<file path="src/rtl/uart_pkg.sv">
// rtl/uart_pkg.sv - shared constants for the serial receive path
//
// Purpose: receiver state encoding and default baud divisor, shared by
//          uart_rx_fifo and anything that inspects its state.
// Ports:   none (package).
package uart_pkg;

  typedef logic [2:0] rx_state_t;

  localparam rx_state_t RX_IDLE  = 3'd0;
  localparam rx_state_t RX_START = 3'd1;
  localparam rx_state_t RX_DATA  = 3'd2;
  localparam rx_state_t RX_STOP  = 3'd3;
  localparam rx_state_t RX_BREAK = 3'd4;

  // 50 MHz sysclk / 9600 baud
  localparam int CLKS_9600_AT_50M = 5208;

endpackage

</file>
<file path="src/rtl/byte_fifo.sv">
// rtl/byte_fifo.sv - synchronous show-ahead byte FIFO
//
// Purpose: small power-of-two FIFO whose head byte is always presented on
//          rdata while not empty.
// Ports:   sysclk, reset (async, active-high)
//          push, wdata  - write request, ignored while full
//          pop          - advance head, ignored while empty
//          rdata        - head byte (keeps its last value once empty)
//          empty, full  - occupancy flags
module byte_fifo #(
  parameter int DEPTH = 16,
  parameter int AW    = 4
) (
  input  logic       sysclk,
  input  logic       reset,
  input  logic       push,
  input  logic [7:0] wdata,
  input  logic       pop,
  output logic [7:0] rdata,
  output logic       empty,
  output logic       full
);

  localparam logic [AW:0] FULL_CNT = (AW+1)'(DEPTH);

  logic [7:0]    mem [DEPTH];
  logic [AW-1:0] wr_ptr;
  logic [AW-1:0] rd_ptr;
  logic [AW-1:0] rd_ptr_nxt;
  logic [AW:0]   count;
  logic [AW:0]   count_nxt;
  logic          do_push;
  logic          do_pop;

  assign empty   = (count == '0);
  assign full    = (count == FULL_CNT);
  assign do_push = push && !full;
  assign do_pop  = pop && !empty;

  always_comb begin
    rd_ptr_nxt = do_pop ? rd_ptr + 1'b1 : rd_ptr;
    count_nxt  = count;
    case ({do_push, do_pop})
      2'b10:   count_nxt = count + 1'b1;
      2'b01:   count_nxt = count - 1'b1;
      default: count_nxt = count;
    endcase
  end

  always_ff @(posedge sysclk) begin
    if (do_push) mem[wr_ptr] <= wdata;
  end

  always_ff @(posedge sysclk or posedge reset) begin
    if (reset) begin
      wr_ptr <= '0;
      rd_ptr <= '0;
      count  <= '0;
      rdata  <= 8'h00;
    end else begin
      if (do_push) wr_ptr <= wr_ptr + 1'b1;
      rd_ptr <= rd_ptr_nxt;
      count  <= count_nxt;
      // Registered head: if the next head is the slot being written right
      // now, the memory does not hold it yet, so bypass wdata.
      if (count_nxt != '0) begin
        if (do_push && (rd_ptr_nxt == wr_ptr)) rdata <= wdata;
        else                                    rdata <= mem[rd_ptr_nxt];
      end
    end
  end

endmodule

</file>
<file path="src/rtl/uart_rx_fifo.sv">
// rtl/uart_rx_fifo.sv - 8N1 serial receiver feeding a show-ahead byte FIFO
//
// Purpose: synchronise the raw RX line, frame 8N1 bytes (LSB first, mid-bit
//          sampling) and buffer good bytes for the downstream text controller.
// Ports:   sysclk, reset (async, active-high)
//          serial_in  - raw RX line, idle high, asynchronous
//          rd_en      - pop request, ignored while empty
//          rd_data    - head byte, valid while empty=0
//          empty/full - FIFO occupancy
//          busy       - receiver not idle
//          frame_err  - one-cycle pulse on a bad stop bit
//          overflow   - one-cycle pulse when a good byte is dropped (FIFO full)
module uart_rx_fifo
  import uart_pkg::*;
#(
  parameter int CLKS_PER_BIT = CLKS_9600_AT_50M,
  parameter int FIFO_DEPTH   = 16,
  parameter int FIFO_AW      = 4
) (
  input  logic       sysclk,
  input  logic       reset,
  input  logic       serial_in,
  input  logic       rd_en,
  output logic [7:0] rd_data,
  output logic       empty,
  output logic       full,
  output logic       busy,
  output logic       frame_err,
  output logic       overflow
);

  localparam int              CW        = $clog2(CLKS_PER_BIT);
  localparam logic [CW-1:0]   BIT_LAST  = CW'(CLKS_PER_BIT - 1);
  localparam logic [CW-1:0]   HALF_LAST = CW'(CLKS_PER_BIT / 2 - 1);

  logic          sync1;
  logic          rx_s;
  rx_state_t     state;
  logic [CW-1:0] baud_cnt;
  logic [2:0]    bit_idx;
  logic [7:0]    shreg;
  logic          bit_done;
  logic          half_done;
  logic          stop_sample;
  logic          push;

  assign busy        = (state != RX_IDLE);
  assign bit_done    = (baud_cnt == BIT_LAST);
  assign half_done   = (baud_cnt == HALF_LAST);
  assign stop_sample = (state == RX_STOP) && bit_done;
  // Full is judged on the pre-pop count so push and pop stay independent.
  assign push        = stop_sample && rx_s && !full;

  // Two-flop synchroniser, reset to the idle-high line level.
  always_ff @(posedge sysclk or posedge reset) begin
    if (reset) begin
      sync1 <= 1'b1;
      rx_s  <= 1'b1;
    end else begin
      sync1 <= serial_in;
      rx_s  <= sync1;
    end
  end

  always_ff @(posedge sysclk or posedge reset) begin
    if (reset) begin
      state     <= RX_IDLE;
      baud_cnt  <= '0;
      bit_idx   <= '0;
      shreg     <= 8'h00;
      frame_err <= 1'b0;
      overflow  <= 1'b0;
    end else begin
      frame_err <= stop_sample && !rx_s;
      overflow  <= stop_sample && rx_s && full;
      case (state)
        RX_IDLE: begin
          if (!rx_s) begin
            state    <= RX_START;
            baud_cnt <= '0;
          end
        end
        RX_START: begin
          if (half_done) begin
            baud_cnt <= '0;
            bit_idx  <= '0;
            // Line back high at mid start bit: treat as a glitch.
            state    <= rx_s ? RX_IDLE : RX_DATA;
          end else begin
            baud_cnt <= baud_cnt + 1'b1;
          end
        end
        RX_DATA: begin
          if (bit_done) begin
            baud_cnt       <= '0;
            shreg[bit_idx] <= rx_s;
            if (bit_idx == 3'd7) state   <= RX_STOP;
            else                 bit_idx <= bit_idx + 1'b1;
          end else begin
            baud_cnt <= baud_cnt + 1'b1;
          end
        end
        RX_STOP: begin
          if (bit_done) begin
            baud_cnt <= '0;
            // A low stop bit parks in BREAK so a held-low line reports once.
            state    <= rx_s ? RX_IDLE : RX_BREAK;
          end else begin
            baud_cnt <= baud_cnt + 1'b1;
          end
        end
        RX_BREAK: begin
          if (rx_s) state <= RX_IDLE;
        end
        default: state <= RX_IDLE;
      endcase
    end
  end

  byte_fifo #(
    .DEPTH (FIFO_DEPTH),
    .AW    (FIFO_AW)
  ) u_fifo (
    .sysclk (sysclk),
    .reset  (reset),
    .push   (push),
    .wdata  (shreg),
    .pop    (rd_en),
    .rdata  (rd_data),
    .empty  (empty),
    .full   (full)
  );

endmodule

</file>
<file path="config.mk">
export PLATFORM = sky130hd
export DESIGN_NAME = uart_rx_fifo
export DESIGN_NICKNAME = d
export VERILOG_FILES = /design/src/rtl/uart_pkg.sv /design/src/rtl/byte_fifo.sv /design/src/rtl/uart_rx_fifo.sv
export SDC_FILE = /design/constraint.sdc
export NUM_CORES = 1
export LEC_CHECK = 0
export ABC_AREA = 1
export BUFFER_PORTS_ARGS = -buffer_cell sky130_fd_sc_hd__buf_2
export CAP_MARGIN = 25
export CORE_MARGIN = 8
export CORE_UTILIZATION = 63
export DETAILED_ROUTE_END_ITERATION = 8
export PLACE_DENSITY_LB_ADDON = 0.08
export RECOVER_POWER = 50
export SETUP_SLACK_MARGIN = 0.05
export SYNTH_ARGS = -nofsm -noshare
export SYNTH_HDL_FRONTEND = slang
export SYNTH_SLANG_ARGS = --single-unit
</file>
<file path="constraint.sdc">
create_clock -name sysclk -period 8.95 [get_ports sysclk]
set_input_delay 1.79 -clock sysclk [delete_from_list [all_inputs] [get_ports sysclk]]
set_output_delay 1.79 -clock sysclk [all_outputs]
set_load 0.02 [all_outputs]
</file>
==> impl_summary.md <==
Routing
The starting DRC count in detailed routing is 773. Dividing the detail-routed via count by the number of cells gives 5.814. Summing over every cut layer, the via total after detailed routing is 6366. The detail route stage leaves a number of antenna-violating nets equal to 0.

The sum of routed wire length over all layers is 20440 µm. The number of search-and-repair iterations in the first detailed-routing pass is 5. After detailed routing, the number of remaining DRC violations is 0.

After detailed routing, the average wire length per cell comes to 18.66 µm.

Yosys
The synthesis warning total is 0. The most used standard cell by instance count after synthesis is nand2_1. Yosys attributes the largest share of cell area to edfxtp_1 44%, dfrtp_1 14%, nand3_1 9.3%, nand2_1 7.4%, inv_1 5.9%.

Summed over all instances, the cell type with the most area after synthesis is edfxtp_1. The count of state elements after synthesis is 180. The most common flop cell mapped by yosys is edfxtp_1. In the synthesized netlist, the cells that appear most often are 171 x nand2_1, 161 x nand3_1, 136 x inv_1. The sequential share of the synthesized area is 59.25%. Synthesis produced a netlist with a net count of 912.

The number of distinct library cells after synthesis is 39. The number of instances in the synthesized netlist is 897. The share of flip-flops with an asynchronous set or reset after synthesis is 28.89%. The synthesized area per cell is 9.686 µm². The number of flops mapped to enable cells by yosys is 128. The cell area after synthesis is 8688 µm². The share of synthesized area in the top cell type comes to 44.24%.

Clocking
In this run, post-CTS hold repair placed 0 buffers. The number of setup buffers added after CTS is 0. The tree built by TritonCTS fans out to 180 sinks. The quantity of gates resized following cts is 0. The total CTS buffers is 17. The longest clock path from root to sink contains 2 buffers. The root buffer cell is clkbuf_16. The clock latency of the later-clocked register in the worst-skew pair is 0.44 ns. TritonCTS built the clock tree. The CTS clock-pin slew for the worst setup and hold paths is 0.07 ns.

The deepest level of the CTS H-tree is 4.

Critical path
The cell with the biggest individual delay on the critical path is nor2_1. The combined buffer and inverter count along the critical path is 3. The worst setup path category is flip-flop to flip-flop. The critical path endpoint category is a flip-flop. Data on the critical path is required at its endpoint by 9.27 ns. The largest delay contributor family on the critical path is simple AND/OR/NAND/NOR gates. The delay of the slowest critical-path stage is 0.53 ns. The largest fanout on the critical path is 11. STA classifies the critical path startpoint as a flip-flop.

The cell repeated most along the worst path is nand2_1. The signal on the critical path passes through ha_1 > nand2_1 > inv_1 > nand2_1 > nor2_1 > nand3_1 > nor2_1 > inv_1 > ha_1 > xor2_1 > ha_1 > nor2_1 > nor2_1 > nor2_1 > nand2_1 > nand2_1 > nor3_1 > nand3_4 > nand2_1 > inv_1 > nand2_1 > nand2_1. The signal arrival time at the worst endpoint is 4.35 ns.

Layout
The synthesis-to-layout area growth is 8.252%. The layout has 1037 filler cells. The fraction of layout instances using a drive strength above 1 is 8.087%. The cell area after layout is 9405 µm². The repair_antennas step left the layout with diodes totalling 0. After the last flow step, the layout net total stands at 917.

STA
The number of pins exceeding their max-slew limit in the final report is 34. The top achievable clock speed is 0.2483 GHz. Of the available clock period, the critical path in the final layout requires 45.00%. The number of setup violations in the final report is 0. Setup repair after global routing left no endpoint under its margin. In the final timing run, aggregate negative setup slack is 0 ns. Measured against its own limit, the worst slew margin works out to -18.29%. The worst path in the final design needs a cycle of 4.028 ns, including I/O delays and setup. The pin slew with the least headroom to its limit is 1.774 ns. The worst clock skew on the final layout is 0.01244 ns. The final hold violation count was 0.

Status
The checks that failed: capacitance limit, slew limit. The flow ran to the end, but the final reports show violations.

Die
The I/O pin total is 17. The placeable core region is 13670 µm². In this run the horizontal extent of the chip is 133.4 µm. The die covers 17800 µm². After floorplanning, the core was divided into 43 placement rows. The initial core utilization is 63.58%.

Measured along the y axis, the die boundary spans 133.4 µm.

Place
Routability-driven placement finished with a final weighted congestion of 0.9036. Detailed placement finished with a half-perimeter wire length of 13240 µm. The placed instances occupy a cell area of 8852 µm². The number of buffers added on ports is 16.

Pwr
The maximum resistive drop on vdd is 0.0002234 V. The power density of the placed cells is 262.3 nW/µm². The leakage dissipation is 3.893 nW.

Flow run
The max-capacitance violation count is 1.

GRT
For this run the aggregate overflow at the end of global routing stands at 0. The number of global-route vias before repair was 6310. The pin count of the biggest net entering global routing is 67. In the global route stage, overall resource usage came out at 23.69%.

The first global-routing pass estimated 32850 µm of wire. The initial antenna violation count is 0.

Worst hold path
The min-delay analysis places its worst path in the category flip-flop to flip-flop.
==> registers in the layout, summed over array words and instances (netlist names) <==
| signal | flops |
|---|---|
| frame_err | 1 |
| state | 3 |
| u_fifo.rdata | 8 |
| rx_s | 1 |
| u_fifo.count | 5 |
| u_fifo.mem | 128 |
| overflow | 1 |
| u_fifo.wr_ptr | 4 |
| shreg | 8 |
| baud_cnt | 13 |
| bit_idx | 3 |
| u_fifo.rd_ptr | 4 |
| sync1 | 1 |
==> worst paths after layout <==
| kind | start | cells after the start | slack (ns) | end |
|---|---|---|---|---|
| setup / recovery | baud_cnt[0] | 22 | 4.92 | u_fifo.rdata[4] |
| hold / removal | sync1 | 0 | 0.35 | rx_s |
| setup reg to reg | baud_cnt[0] | 22 | 4.92 | u_fifo.rdata[4] |
| hold reg to reg | sync1 | 0 | 0.35 | rx_s |
| max in group asynchronous | reset | 3 | 5.30 | baud_cnt[3] |
| min in group asynchronous | reset | 2 | 1.52 | u_fifo.count[4] |
==> kinds of logic after synthesis <==
| family | Yosys count | share of synthesized area, % |
|---|---|---|
| and+or+nand+nor | 480 | 27.28 |
| DFF | 180 | 59.25 |
| buffers and inverters | 175 | 8.237 |
| AOI/OAI and AO/OA | 41 | 2.650 |
| adders and majority gates | 11 | 1.584 |
| xor gates and xnor gates | 10 | 1.008 |
==> worst register-to-register path, stage by stage (launching register included) <==
cell and delay, ns:
dfrtp_1 0.35, ha_1 0.21, nand2_1 0.12, inv_1 0.13
nand2_1 0.06, nor2_1 0.17, nand3_1 0.16, nor2_1 0.53
inv_1 0.16, ha_1 0.34, xor2_1 0.22, ha_1 0.19
nor2_1 0.06, nor2_1 0.16, nor2_1 0.06, nand2_1 0.06
nand2_1 0.06, nor3_1 0.30, nand3_4 0.21, nand2_1 0.14
inv_1 0.07, nand2_1 0.09, nand2_1 0.06
==> placed cells by master, fill, tap and decap left out, types with 11 or more instances in the layout <==
master / instances
inv_1: 136
nand3b_1: 57
nor3_1: 18
nand2_1: 171
buf_2: 16
clkbuf_16: 17
o21ai_0: 22
edfxtp_1: 128
nor2_1: 43
ha_1: 11
nand3_1: 160
dfrtp_1: 50
==> final cells by class <==
class | count | area [µm²] | share of cell area, %
timing repair buffer | 21 | 133.9 | 1.423
clock inverter | 14 | 112.6 | 1.197
inverter | 140 | 526.8 | 5.601
multi-input combinational | 542 | 2830 | 30.09
tap | 180 | 225.2 | 2.395
clock buffer | 18 | 429.2 | 4.563
sequential | 180 | 5147 | 54.73
==> where the power goes <==
| group | internal, mW | switching (mW) | leakage (nW) | total (mW) |
|---|---|---|---|---|
| combinational | 0.240 | 0.555 | 2.10 | 0.795 |
| sequential | 0.925 | 0.0511 | 1.54 | 0.976 |
| clock | 0.380 | 0.316 | 0.255 | 0.695 |
| total | 1.54 | 0.922 | 3.89 | 2.47 |
==> layer usage <==
metal	share of wire [%]	GRT usage, %	vias up
li1	-	-	3006
met1	42	31.65	3021
met2	47	37.06	303
met3	8.2	4.857	36
met4	2.7	9.857	0
met5	0	0	-
==> stage by stage <==
step | hold WS [ns] | setup slack (ns) | total power [mW] | cells | util (%)
2_1_floorplan | 0.3452 | 5.345 | 1.551 | 897 | -
3_3_place_gp | 0.3521 | 4.586 | 1.720 | 1061 | 64.63
3_5_place_dp | 0.3473 | 4.490 | 1.750 | 1062 | 64.78
4_1_cts | 0.3566 | 4.937 | 2.435 | 1094 | 68.74
5_1_grt | 0.3639 | 4.527 | 2.573 | 1095 | 68.82
6_report | 0.3550 | 4.922 | 2.467 | 1095 | 68.82
Note: power is estimated with default switching activity, not from simulation.
